**src/rtl/alu_seq.sv**
```systemverilog
// Operand-sequencing stage for the combinational ALU units.
// Loads A into Y and then B from the shared bus. Holds both operands stable for a
// programmable settle window, then captures the muxed ALU result into Z. The
// control unit sees a single start/done handshake.
module alu_seq #(
  parameter int unsigned WIDTH       = 32,
  parameter int unsigned EXEC_CYCLES = 1   // legal range 1..15
) (
  input  logic             clk,
  input  logic             clr_n,
  input  logic             start,
  input  logic [3:0]       op,
  input  logic [WIDTH-1:0] bus_in,
  output logic [WIDTH-1:0] a_out,
  output logic [WIDTH-1:0] b_out,
  output logic [3:0]       op_out,
  input  logic [WIDTH-1:0] r_in,
  output logic [WIDTH-1:0] z_out,
  output logic             z_valid,
  output logic             busy,
  output logic             done
);

  typedef enum logic [1:0] {
    StIdle  = 2'd0,
    StLoadB = 2'd1,
    StExec  = 2'd2,
    StDone  = 2'd3
  } state_e;

  // Settle-counter reload: the first EXEC cycle counts as one of the window.
  localparam logic [3:0] CntInit = 4'(EXEC_CYCLES - 1);

  state_e           state_q, state_d;
  logic [WIDTH-1:0] y_q, y_d;
  logic [WIDTH-1:0] b_q, b_d;
  logic [3:0]       op_q, op_d;
  logic [WIDTH-1:0] z_q, z_d;
  logic             zv_q, zv_d;
  logic [3:0]       cnt_q, cnt_d;

  // Next-state and datapath load decisions; every register holds by default.
  always_comb begin
    state_d = state_q;
    y_d     = y_q;
    b_d     = b_q;
    op_d    = op_q;
    z_d     = z_q;
    zv_d    = zv_q;
    cnt_d   = cnt_q;

    unique case (state_q)
      StIdle: begin
        if (start) begin
          y_d     = bus_in;
          op_d    = op;
          zv_d    = 1'b0;
          state_d = StLoadB;
        end
      end
      StLoadB: begin
        b_d     = bus_in;
        cnt_d   = CntInit;
        state_d = StExec;
      end
      StExec: begin
        if (cnt_q != 4'd0) begin
          cnt_d = cnt_q - 4'd1;
        end else begin
          z_d     = r_in;
          zv_d    = 1'b1;
          state_d = StDone;
        end
      end
      StDone: begin
        // start is deliberately not looked at here; a request in this cycle is lost.
        state_d = StIdle;
      end
      default: state_d = StIdle;
    endcase
  end

  // State and datapath registers with synchronous active-low clear.
  always_ff @(posedge clk) begin
    if (!clr_n) begin
      state_q <= StIdle;
      y_q     <= '0;
      b_q     <= '0;
      op_q    <= '0;
      z_q     <= '0;
      zv_q    <= 1'b0;
      cnt_q   <= '0;
    end else begin
      state_q <= state_d;
      y_q     <= y_d;
      b_q     <= b_d;
      op_q    <= op_d;
      z_q     <= z_d;
      zv_q    <= zv_d;
      cnt_q   <= cnt_d;
    end
  end

  // Handshake outputs decode directly from the registered state.
  always_comb begin
    busy = (state_q != StIdle);
    done = (state_q == StDone);
  end

  assign a_out   = y_q;
  assign b_out   = b_q;
  assign op_out  = op_q;
  assign z_out   = z_q;
  assign z_valid = zv_q;

endmodule
```
**config.mk**
```make
export PLATFORM = sky130hd
export DESIGN_NAME = alu_seq
export DESIGN_NICKNAME = d
export VERILOG_FILES = /design/src/rtl/alu_seq.sv
export SDC_FILE = /design/constraint.sdc
export NUM_CORES = 1
export LEC_CHECK = 0
export CAP_MARGIN = 10
export CORE_MARGIN = 4
export CORE_UTILIZATION = 46
export DETAILED_ROUTE_END_ITERATION = 6
export GPL_ROUTABILITY_DRIVEN = 0
export GPL_TIMING_DRIVEN = 0
export PLACE_DENSITY = 0.82
export SYNTH_ARGS = -nofsm -noshare
export SYNTH_HDL_FRONTEND = slang
export SYNTH_SLANG_ARGS = --single-unit
```
**constraint.sdc**
```tcl
create_clock -name clk -period 3 [get_ports clk]
set_input_delay 0.6 -clock clk [delete_from_list [all_inputs] [get_ports clk]]
set_output_delay 0.6 -clock clk [all_outputs]
set_load 0.03 [all_outputs]
```
==> key figures <==
Floorplanning
  – Core area: 8760 sq um
  – DIE WIDTH: 103 um
  – Cell Rows: 34
  – Die area: 10600 sq um
  – Initial core utilization: 0.473
  – Top Ports: 174
  – Die height: slightly above 100 um

Setup path
  – Crit end category: output port
  – Crit Reg-Reg Startpoint: state_q[0]
  – Crit start category: flop
  – Worst path top cell family by delay: buffers and inverters
  – CP required: 2.40 ns
  – Critical path's slowest cell: clkdlybuf4s50_1
  – Worst path max stage delay: about 0.66 ns
  – R2R Setup Slk: 1.15 ns
  – Largest fanout on the critical path: 4
  – R2R depth: 6
  – Top cell by count, worst path: inv_1
  – Worst R2R End: a_out[14]
  – Worst path cell trace: inv_1 -> ha_1 -> inv_1 -> clkdlybuf4s50_1
  – Crit path DAT: about 1.8 ns
  – Critical path buffer and inverter count: 3
  – Setup CP Type: reg -> out

Global route
  – GRT Residual Overflow: 0
  – Global-route wire length before repair: 18600 um
  – Met3 global-route usage: 0.0805
  – Initial antenna violation count: 0
  – Largest net degree at the start of global routing: 19
  – GR peak layer: met2
  – Met1 Resource Use GR: 0.250
  – Total GRT Usage: 0.221
  – Vias in the first global route: slightly below 4000
  – GRT met2 Usage: 0.392

Power and ir drop
  – Power Density: just over 800 nW/um^2
  – VDD IR max: ~500 uV
  – Pleak: between 2 and 2.5 nW

Logic synthesis
  – Synth top area cells: dfxtp_1 (52%), nand2_1 (10%), mux2i_1 (8.0%)
  – Most numerous cell in the Yosys netlist: nand2_1
  – Yosys top cell area share: 0.517
  – Adder-Cell Fraction of Synth Area: 0.0211
  – Avg Inst Size Synth: ~9.1 sq um
  – Cell Area, Synth: roughly 4100 sq um
  – Synth warn: 0
  – Post-synthesis async set-or-reset flop share: 0
  – Compound-Gate Fraction of Synth Area: 0.0878
  – Number of synthesized register bits: about 110
  – Post-synth EDFFs: 0
  – Synth unique cells: 31
  – Top cell type by total area after synthesis: dfxtp_1
  – Post-Synth Simple-Gate Area: 0.252
  – Post-synth net total: ~540
  – Commonest cells in the netlist: nand2_1 (110), dfxtp_1 (107), nand3_1 (65), a21boi_0 (36)
  – Largest family of logic cells by synthesized area: simple AND/OR/NAND/NOR gates
  – Post-synthesis xor/xnor area fraction: 0
  – Post-Syn Instances: ~460
  – Mux cell area share after synthesis: 0.0797
  – Seq/Total Area, Yosys: 0.517
  – Main synth FF type: dfxtp_1

Status
  – Status: finished clean

Clock network
  – CTS clock-pin slew for the worst setup and hold paths: 0.10 ns
  – Worst-skew pair later-pin latency: 0.36 ns
  – CTS Hold Bufs: 0
  – H-tree depth: 3
  – TritonCTS clock tree: yes
  – Clk buf depth: 2
  – TritonCTS sink count: between 100 and 150
  – Post-CTS Resized: 0
  – Post-CTS Setup Bufs: 0
  – CTS Buf Count: 9
  – Root buf cell: clkbuf_8

STA
  – Final setup vio count: 0
  – Least-Margin Pin Slew: roughly 0.49 ns
  – Clock Skews: 0.0131 ns
  – Hold WS: between 0.4 and 0.5 ns
  – Final Max Slew Viols: 0
  – RSZ-0062 raised after global routing: false
  – Final hold violation count: 0
  – Setup TNS: 0 ns
  – Final period util: 0.804
  – Final worst path period need: 2.41 ns
  – Fmax: just over 0.4 GHz
  – Slew headroom: 0.674

Place
  – Area post-placement: roughly 6000 sq um
  – Port buffer count: about 170
  – Hpwl dp: about 8900 um

Finish
  – Fraction of layout cells with a size suffix above 1: 0.0480
  – Fill cells: 698
  – Fin util: 0.709
  – Antenna Cells: 0
  – Layout net count: roughly 720
  – Finished Cell Area: 6210 sq um
  – Area delta synth->final: 49.8%

Job
  – MaxCap Viol Count: 0

Route
  – Routed len/inst: roughly 15 um
  – First DRT Iteration DRCs: 159
  – DRC viols: 0
  – WL final: 11600 um
  – Via density per instance: 5.07
  – Number of nets with antenna violations after routing: 0
  – Pre-antenna DRT Iters: 4
  – Vias: around 3800

Hold path
  – Hold Crit Endpoint: z_out[7]
  – Hold Path Depth: 2
  – HP Start: z_out[7]
  – Hold Path Class: reg -> reg
flip-flops by register name, indices dropped and copies added (netlist names):
| signal | count |
|---|---|
| a_out | 32 |
| z_valid | 1 |
| cnt_q | 4 |
| b_out | 32 |
| state_q | 2 |
| z_out | 32 |
| op_out | 4 |
worst reg2reg max path, stage by stage, from the launching register on:
cell and delay (ns):
dfxtp_1 0.39, inv_1 0.10, ha_1 0.24, nand2_1 0.32
clkbuf_1 0.43, nand2_1 0.12, a21boi_0 0.19
kinds of logic (layout without fill, tap and decap cells):
kind of cell             Yosys count  in the layout
adder cells (fa/ha/maj)            7              7
flip-flops                       107            107
AO/OA/AOI/OAI                     48             48
AND/OR/NAND/NOR                  220            220
multiplexers                      33             33
buffers and inverters             43            231
placed cells by master, fill, tap and decap left out, types with 2 or more instances in the layout:
master / netlist / routed
clkdlybuf4s50_1: 0 / 172
nand2_1: 110 / 110
dfxtp_1: 107 / 107
nand3_1: 65 / 65
a21boi_0: 36 / 36
mux2i_1: 33 / 33
nor2b_1: 33 / 33
clkbuf_1: 23 / 23
buf_2: 12 / 12
clkbuf_8: 0 / 10
ha_1: 7 / 7
inv_1: 6 / 6
inv_6: 0 / 3
and2_1: 2 / 2
buf_1: 2 / 2
a21oi_1: 2 / 2
o211ai_1: 2 / 2
o32ai_1: 2 / 2
per-stage QoR:
step | power (mW) | instances | setup WS [ns]
global route | 5.36 | 754 | 0.482
global placement | 4.13 | 738 | 0.885
floorplan | 3.27 | 458 | 1.47
finish | 5.07 | 754 | 0.587
CTS | 5.11 | 754 | 0.555
detailed placement | 4.20 | 738 | 0.757
area by class of cell:
type                       instances  area [sq um]  share of cell area
sequential                       107          2140               0.345
multi-input combinational        308          1830               0.294
timing repair buffer             172          1720               0.277
buffer                            37           154              0.0248
clock buffer                      10           138              0.0222
tap                              108           135              0.0218
clock inverter                     6          70.1              0.0113
inverter                           6          22.5             0.00363
per-layer routing:
layer | wire length, um | share of wire | vias up
met5 | 0 | 0 | -
met4 | 262 | 0.023 | 0
met3 | 891 | 0.077 | 18
met2 | 5870 | 0.51 | 120
met1 | 4560 | 0.39 | 1803
li1 | - | - | 1882
where the power goes:
| part | switching (mW) | internal [mW] | total (mW) |
|---|---|---|---|
| logic | 1.36 | 0.936 | 2.29 |
| registers | 0.152 | 1.71 | 1.86 |
| clock network | 0.493 | 0.419 | 0.912 |
how the worst max path moves through the flow:
stage                     cells past startpoint    endpoint        from
final                                         4        busy  state_q[0]
after floorplan                               5  state_q[0]       clr_n
after detailed placement                      5    a_out[9]       start
after global routing                          4        busy  state_q[0]
after global placement                        5   op_out[2]       start
after CTS                                     4        busy  state_q[0]
Power figures use the tool's default switching activity.
==> patch 1: new RTL, same settings <==
The 4 states of `state_e` get a Gray code encoding in 2 bits.
--- a/src/rtl/alu_seq.sv
+++ b/src/rtl/alu_seq.sv
@@ -22,10 +22,10 @@
 );
 
   typedef enum logic [1:0] {
-    StIdle  = 2'd0,
-    StLoadB = 2'd1,
-    StExec  = 2'd2,
-    StDone  = 2'd3
+    StIdle  = 2'b00,
+    StLoadB = 2'b01,
+    StExec  = 2'b11,
+    StDone  = 2'b10
   } state_e;
 
   // Settle-counter reload: the first EXEC cycle counts as one of the window.
Function: no difference found for any inputs over 10 cycles, from zero or initial values; not proved beyond that.
==> patch 1 against the original RTL <==
- count of clock-buffer cells in the layout stayed put
- worst setup slack better by 0.062 ns
- wire length is 2.4% lower
- cell area is 1.1% higher
- area after synthesis is 1.6% higher
- utilization is 0.44 points higher
- final cell count is 2.8% higher
- sequential cell count stayed put
- non-clock buffer count stayed put
Power is not compared: it rests on default switching activity, and its combinational part moved more than twofold at a synthesized area within 25%.
==> patch 1: results (changes against the original RTL) <==
Timing:
- The max-slew violation total from the final report is 0 (unchanged).
- The final worst clock skew is 0.00881 ns (was 0.0131 ns).
- The max-slew headroom at the worst pin was 65.7% (was 67.4%).

Detailed routing:
- The DRC marker count from the first detailed-route iteration was 97 (was 159).
- The total number of vias was 3774 (was 3823).
- The wire length on met3 was 1.07 mm (was 891 microns).
- The average routed wire per standard cell was 14.6 microns (was 15.4 microns).
- The detailed-routing wirelength on met1 came to 4.56 mm (about the same).
- The final routed wirelength across all metal layers was 11.3 mm (was 11.6 mm).
- The met2 layer wire length in the routed design is 5.36 mm (was 5.87 mm).

GRT:
- The via count of the first global-routing pass is 3854 (was 3932).
- The met3 usage is 8.21% (was 8.05%).
- The first-pass GRT wire length is 18.4 mm (was 18.6 mm).
- The global routing met1 resource utilization is 22.8% (was 25.0%).
- The overall track demand over capacity in global routing is 20.7% (was 22.1%).

Final layout:
- The proportion of final cell area spent on non-clock buffers is 31.3% (was 30.2%).
- The fill cell total of the finished layout is 719 (was 698).
- The count of non-CTS inverters in the layout is 3 (was 6).
- The share of final-layout standard cells stronger than drive strength 1 is 6.60% (was 4.80%).
- The multi-input combinational gate total is 332 (was 308).
- The multi-input combinational area share came to 28.9% (was 29.4%).
- The share of final layout cell area taken by clock buffers and inverters is 3.33% (was 3.34%).
- The net total in the final layout came to 735 (was 719).

Setup path:
- The worst flop-to-flop path endpoint is z_out[24] (was a_out[14]).
- The largest driver fanout on the critical path is 10 (was 4).
- The peak per-stage delay on the critical path is 0.62 ns (was 0.66 ns).
- The arrival time at the worst endpoint came to 1.75 ns (was 1.81 ns).
- The setup slack of the worst register-to-register path was 1.24 ns (was 1.15 ns).

Min path:
- The origin of the worst min-delay path is b_out[1] (was z_out[7]).
- The hold path endpoint is b_out[1] (was z_out[7]).

Place:
- The number of cells in the design after placement is 759 (was 738).
- The total cell area at the placement stage came to 0.00607 sq mm (was 0.00600 sq mm).
- The pre-CTS worst setup slack was 0.868 ns (was 0.757 ns).

Die:
- The placeable core area is 0.00881 sq mm (was 0.00876 sq mm).

Logic synthesis:
- Commonest cells in the netlist: sky130_fd_sc_hd__nand2_1 (202), sky130_fd_sc_hd__dfxtp_1 (107), sky130_fd_sc_hd__a21boi_0 (46) (was sky130_fd_sc_hd__nand2_1 (110), sky130_fd_sc_hd__dfxtp_1 (107), sky130_fd_sc_hd__nand3_1 (65)).
- Top cells by area, synth: sky130_fd_sc_hd__dfxtp_1 (51%), sky130_fd_sc_hd__nand2_1 (18%), sky130_fd_sc_hd__a21boi_0 (8.2%) (was sky130_fd_sc_hd__dfxtp_1 (52%), sky130_fd_sc_hd__nand2_1 (10%), sky130_fd_sc_hd__mux2i_1 (8.0%)).
- The number of different library cells in the post-synthesis netlist is 29 (was 31).
- The portion of the post-synthesis area used by sequential elements is 50.8% (was 51.7%).
- The mean instance size in the synthesized netlist came to 8.79 sq um (was 9.05 sq um).

Run status:
- Status: finished clean (unchanged).
[patch 1: worst register-to-register path, delay by kind of cell (launching register included)]
| family | cells | cell delay [ns] |
|---|---|---|
| simple gates | 2 | 0.50 |
| mux | 1 | 0.22 |
| buf+inv | 3 | 0.46 |
| fa+ha+maj | 1 | 0.17 |
| flops | 1 | 0.35 |
[patch 1: per-stage QoR]
step           total power [W]  hold WS [ns]
2_1_floorplan          0.00186         0.469
3_3_place_gp           0.00213         0.441
3_5_place_dp           0.00214         0.445
4_1_cts                0.00305         0.458
5_1_grt                0.00315         0.479
6_report               0.00302         0.458
[patch 1: cell families (layout without fill, tap and decap cells)]
family | after synthesis | count (layout) | synth area share [%]
flip-flops | 107 | 107 | 50.8
buffers and inverters | 40 | 228 | 6.09
multiplexers | 34 | 34 | 8.08
AO/OA/AOI/OAI | 75 | 75 | 13.4
adder cells (fa/ha/maj) | 2 | 2 | 0.594
AND/OR/NAND/NOR | 221 | 221 | 21.0
==> patch 2: new RTL, same settings <==
Made on the original files. The parameter `WIDTH` goes from 32 to 40.
--- a/src/rtl/alu_seq.sv
+++ b/src/rtl/alu_seq.sv
@@ -3,7 +3,7 @@
 // programmable settle window, then captures the muxed ALU result into Z. The
 // control unit sees a single start/done handshake.
 module alu_seq #(
-  parameter int unsigned WIDTH       = 32,
+  parameter int unsigned WIDTH       = 40,
   parameter int unsigned EXEC_CYCLES = 1   // legal range 1..15
 ) (
   input  logic             clk,
Interface: changed (5 resized); port bits go from 174 to 214. No check against the original RTL was run, so the function may have changed too.
==> patch 2 against the original RTL <==
- sequential share of layout area fell by 1.3 points
- area after synthesis rose by 21%
- worst setup slack lost 0.20 ns
- total power grew 41%
- wire length rose by 28%
- die area is 20% higher
- synthesized cell count is 20% higher
- count of clock-buffer cells in the layout increased by 12
- largest power group unchanged
- global-route usage rose by 1.2 points
- final cell count grew 23%
- sequential cell count is 24 higher
- cell area is 27% higher
- largest cell class unchanged
==> patch 2: results (changes against the original RTL) <==
GRT:
- The via count of the first global-routing pass is 4883 (was 3932).
- The maximum number of pins on one net before global-route repair is 17 (was 19).
- The overall track demand over capacity in global routing is 23.3% (was 22.1%).

Final layout:
- The net total in the final layout is 873 (was 719).
- The share of final-layout standard cells stronger than drive strength 1 is 6.44% (was 4.80%).

Logic synthesis:
- The net count after synthesis came to 642 (was 536).
- Top cells by area, synth: sky130_fd_sc_hd__dfxtp_1 (52%), sky130_fd_sc_hd__nand2_1 (13%), sky130_fd_sc_hd__a21boi_0 (10%) (was sky130_fd_sc_hd__dfxtp_1 (52%), sky130_fd_sc_hd__nand2_1 (10%), sky130_fd_sc_hd__mux2i_1 (8.0%)).
- The number of different library cells in the post-synthesis netlist is 26 (was 31).

Run status:
- Status: finished clean (unchanged).

Min path:
- The origin of the worst min-delay path is z_out[12] (was z_out[7]).
- The hold path endpoint is z_out[12] (was z_out[7]).

Setup path:
- The arrival time at the worst endpoint came to 2.02 ns (was 1.81 ns).
- The worst flop-to-flop path endpoint is a_out[36] (was a_out[14]).
- The peak per-stage delay on the critical path was 0.70 ns (was 0.66 ns).
- The setup slack of the worst register-to-register path was 1.06 ns (was 1.15 ns).

CTS:
- The clock-pin slew of the registers on the worst-case setup and hold paths is 0.06 ns (was 0.10 ns).
- The number of H-tree levels is 4 (was 3).
- The clock latency of the later-clocked register in the worst-skew pair is 0.51 ns (was 0.36 ns).

Timing:
- The final worst clock skew came to 0.00783 ns (was 0.0131 ns).
- The actual slew at the worst max-slew pin came to 0.500 ns (was 0.489 ns).

Power and ir drop:
- The cell internal power dissipation is 0.00455 W (was 0.00306 W).
- The peak supply drop is 0.480 mV (was 0.492 mV).

Detailed routing:
- The vias per cell is 4.92 (was 5.07).
- The average routed wire per standard cell is 15.9 microns (was 15.4 microns).
- The DRC marker count from the first detailed-route iteration is 166 (was 159).

Place:
- The total cell area at the placement stage was 0.00732 sq mm (was 0.00600 sq mm).
- The total of buffers placed on input and output ports is 212 (was 172).
- The final HPWL from detailed placement is 11.0 mm (was 8.86 mm).
patch 2: cell families after synthesis:
family,count (synthesis),synth area share [%]
simple gates,232,20.3
compound gates,93,13.8
fa+ha+maj,7,1.74
mux,42,8.36
buf+inv,43,3.66
flops,131,52.1
patch 2: per-layer routing:
metal,vias up,track usage (%),share of wire (%)
li1,2239,-,-
met1,2133,25.5,40
met2,178,40.2,48
met3,20,10.6,10
met4,0,7.37,1.7
met5,-,0,0
patch 2: worst max-delay path by stage:
| stage | endpoint | cells past startpoint |
|---|---|---|
| floorplan | cnt_q[1] | 5 |
| global placement | a_out[19] | 5 |
| detailed placement | a_out[16] | 5 |
| CTS | busy | 4 |
| global route | busy | 4 |
| finish | busy | 4 |
patch 2: power groups by stage:
stage          Sequential [W]  Combinational (W)  Clock, W
2_1_floorplan         0.00296            0.00105         0
3_3_place_gp          0.00230            0.00277         0
3_5_place_dp          0.00232            0.00283         0
4_1_cts               0.00228            0.00285   0.00207
5_1_grt               0.00232            0.00304   0.00214
6_report              0.00229            0.00283   0.00204
patch 2: worst min-delay path: cells and delay by family, from the launching register on:
kind	cells	cell delay, ns
AO/OA/AOI/OAI	1	0.05
AND/OR/NAND/NOR	1	0.05
flip-flops	1	0.31
patch 2: cell type report:
cell class / instances / area [sq um] / share of cell area [%]
multi-input cells: 374 / 2220 / 28.1
clock inverters: 10 / 131 / 1.66
inverters: 6 / 22.5 / 0.285
well taps: 136 / 170 / 2.15
clock buffers: 22 / 453 / 5.73
plain buffers: 37 / 161 / 2.04
repair buffers: 212 / 2120 / 26.8
flip-flops and latches: 131 / 2620 / 33.2
patch 2: stage by stage:
stage               power [W]  instances  hold WS, ns  worst slack [ns]
finish                0.00715        928        0.454             0.383
global route          0.00750        928        0.475             0.325
CTS                   0.00720        928        0.453             0.369
detailed placement    0.00515        896        0.445             0.795
global placement      0.00506        896        0.442             0.908
floorplan             0.00401        548        0.471              1.56
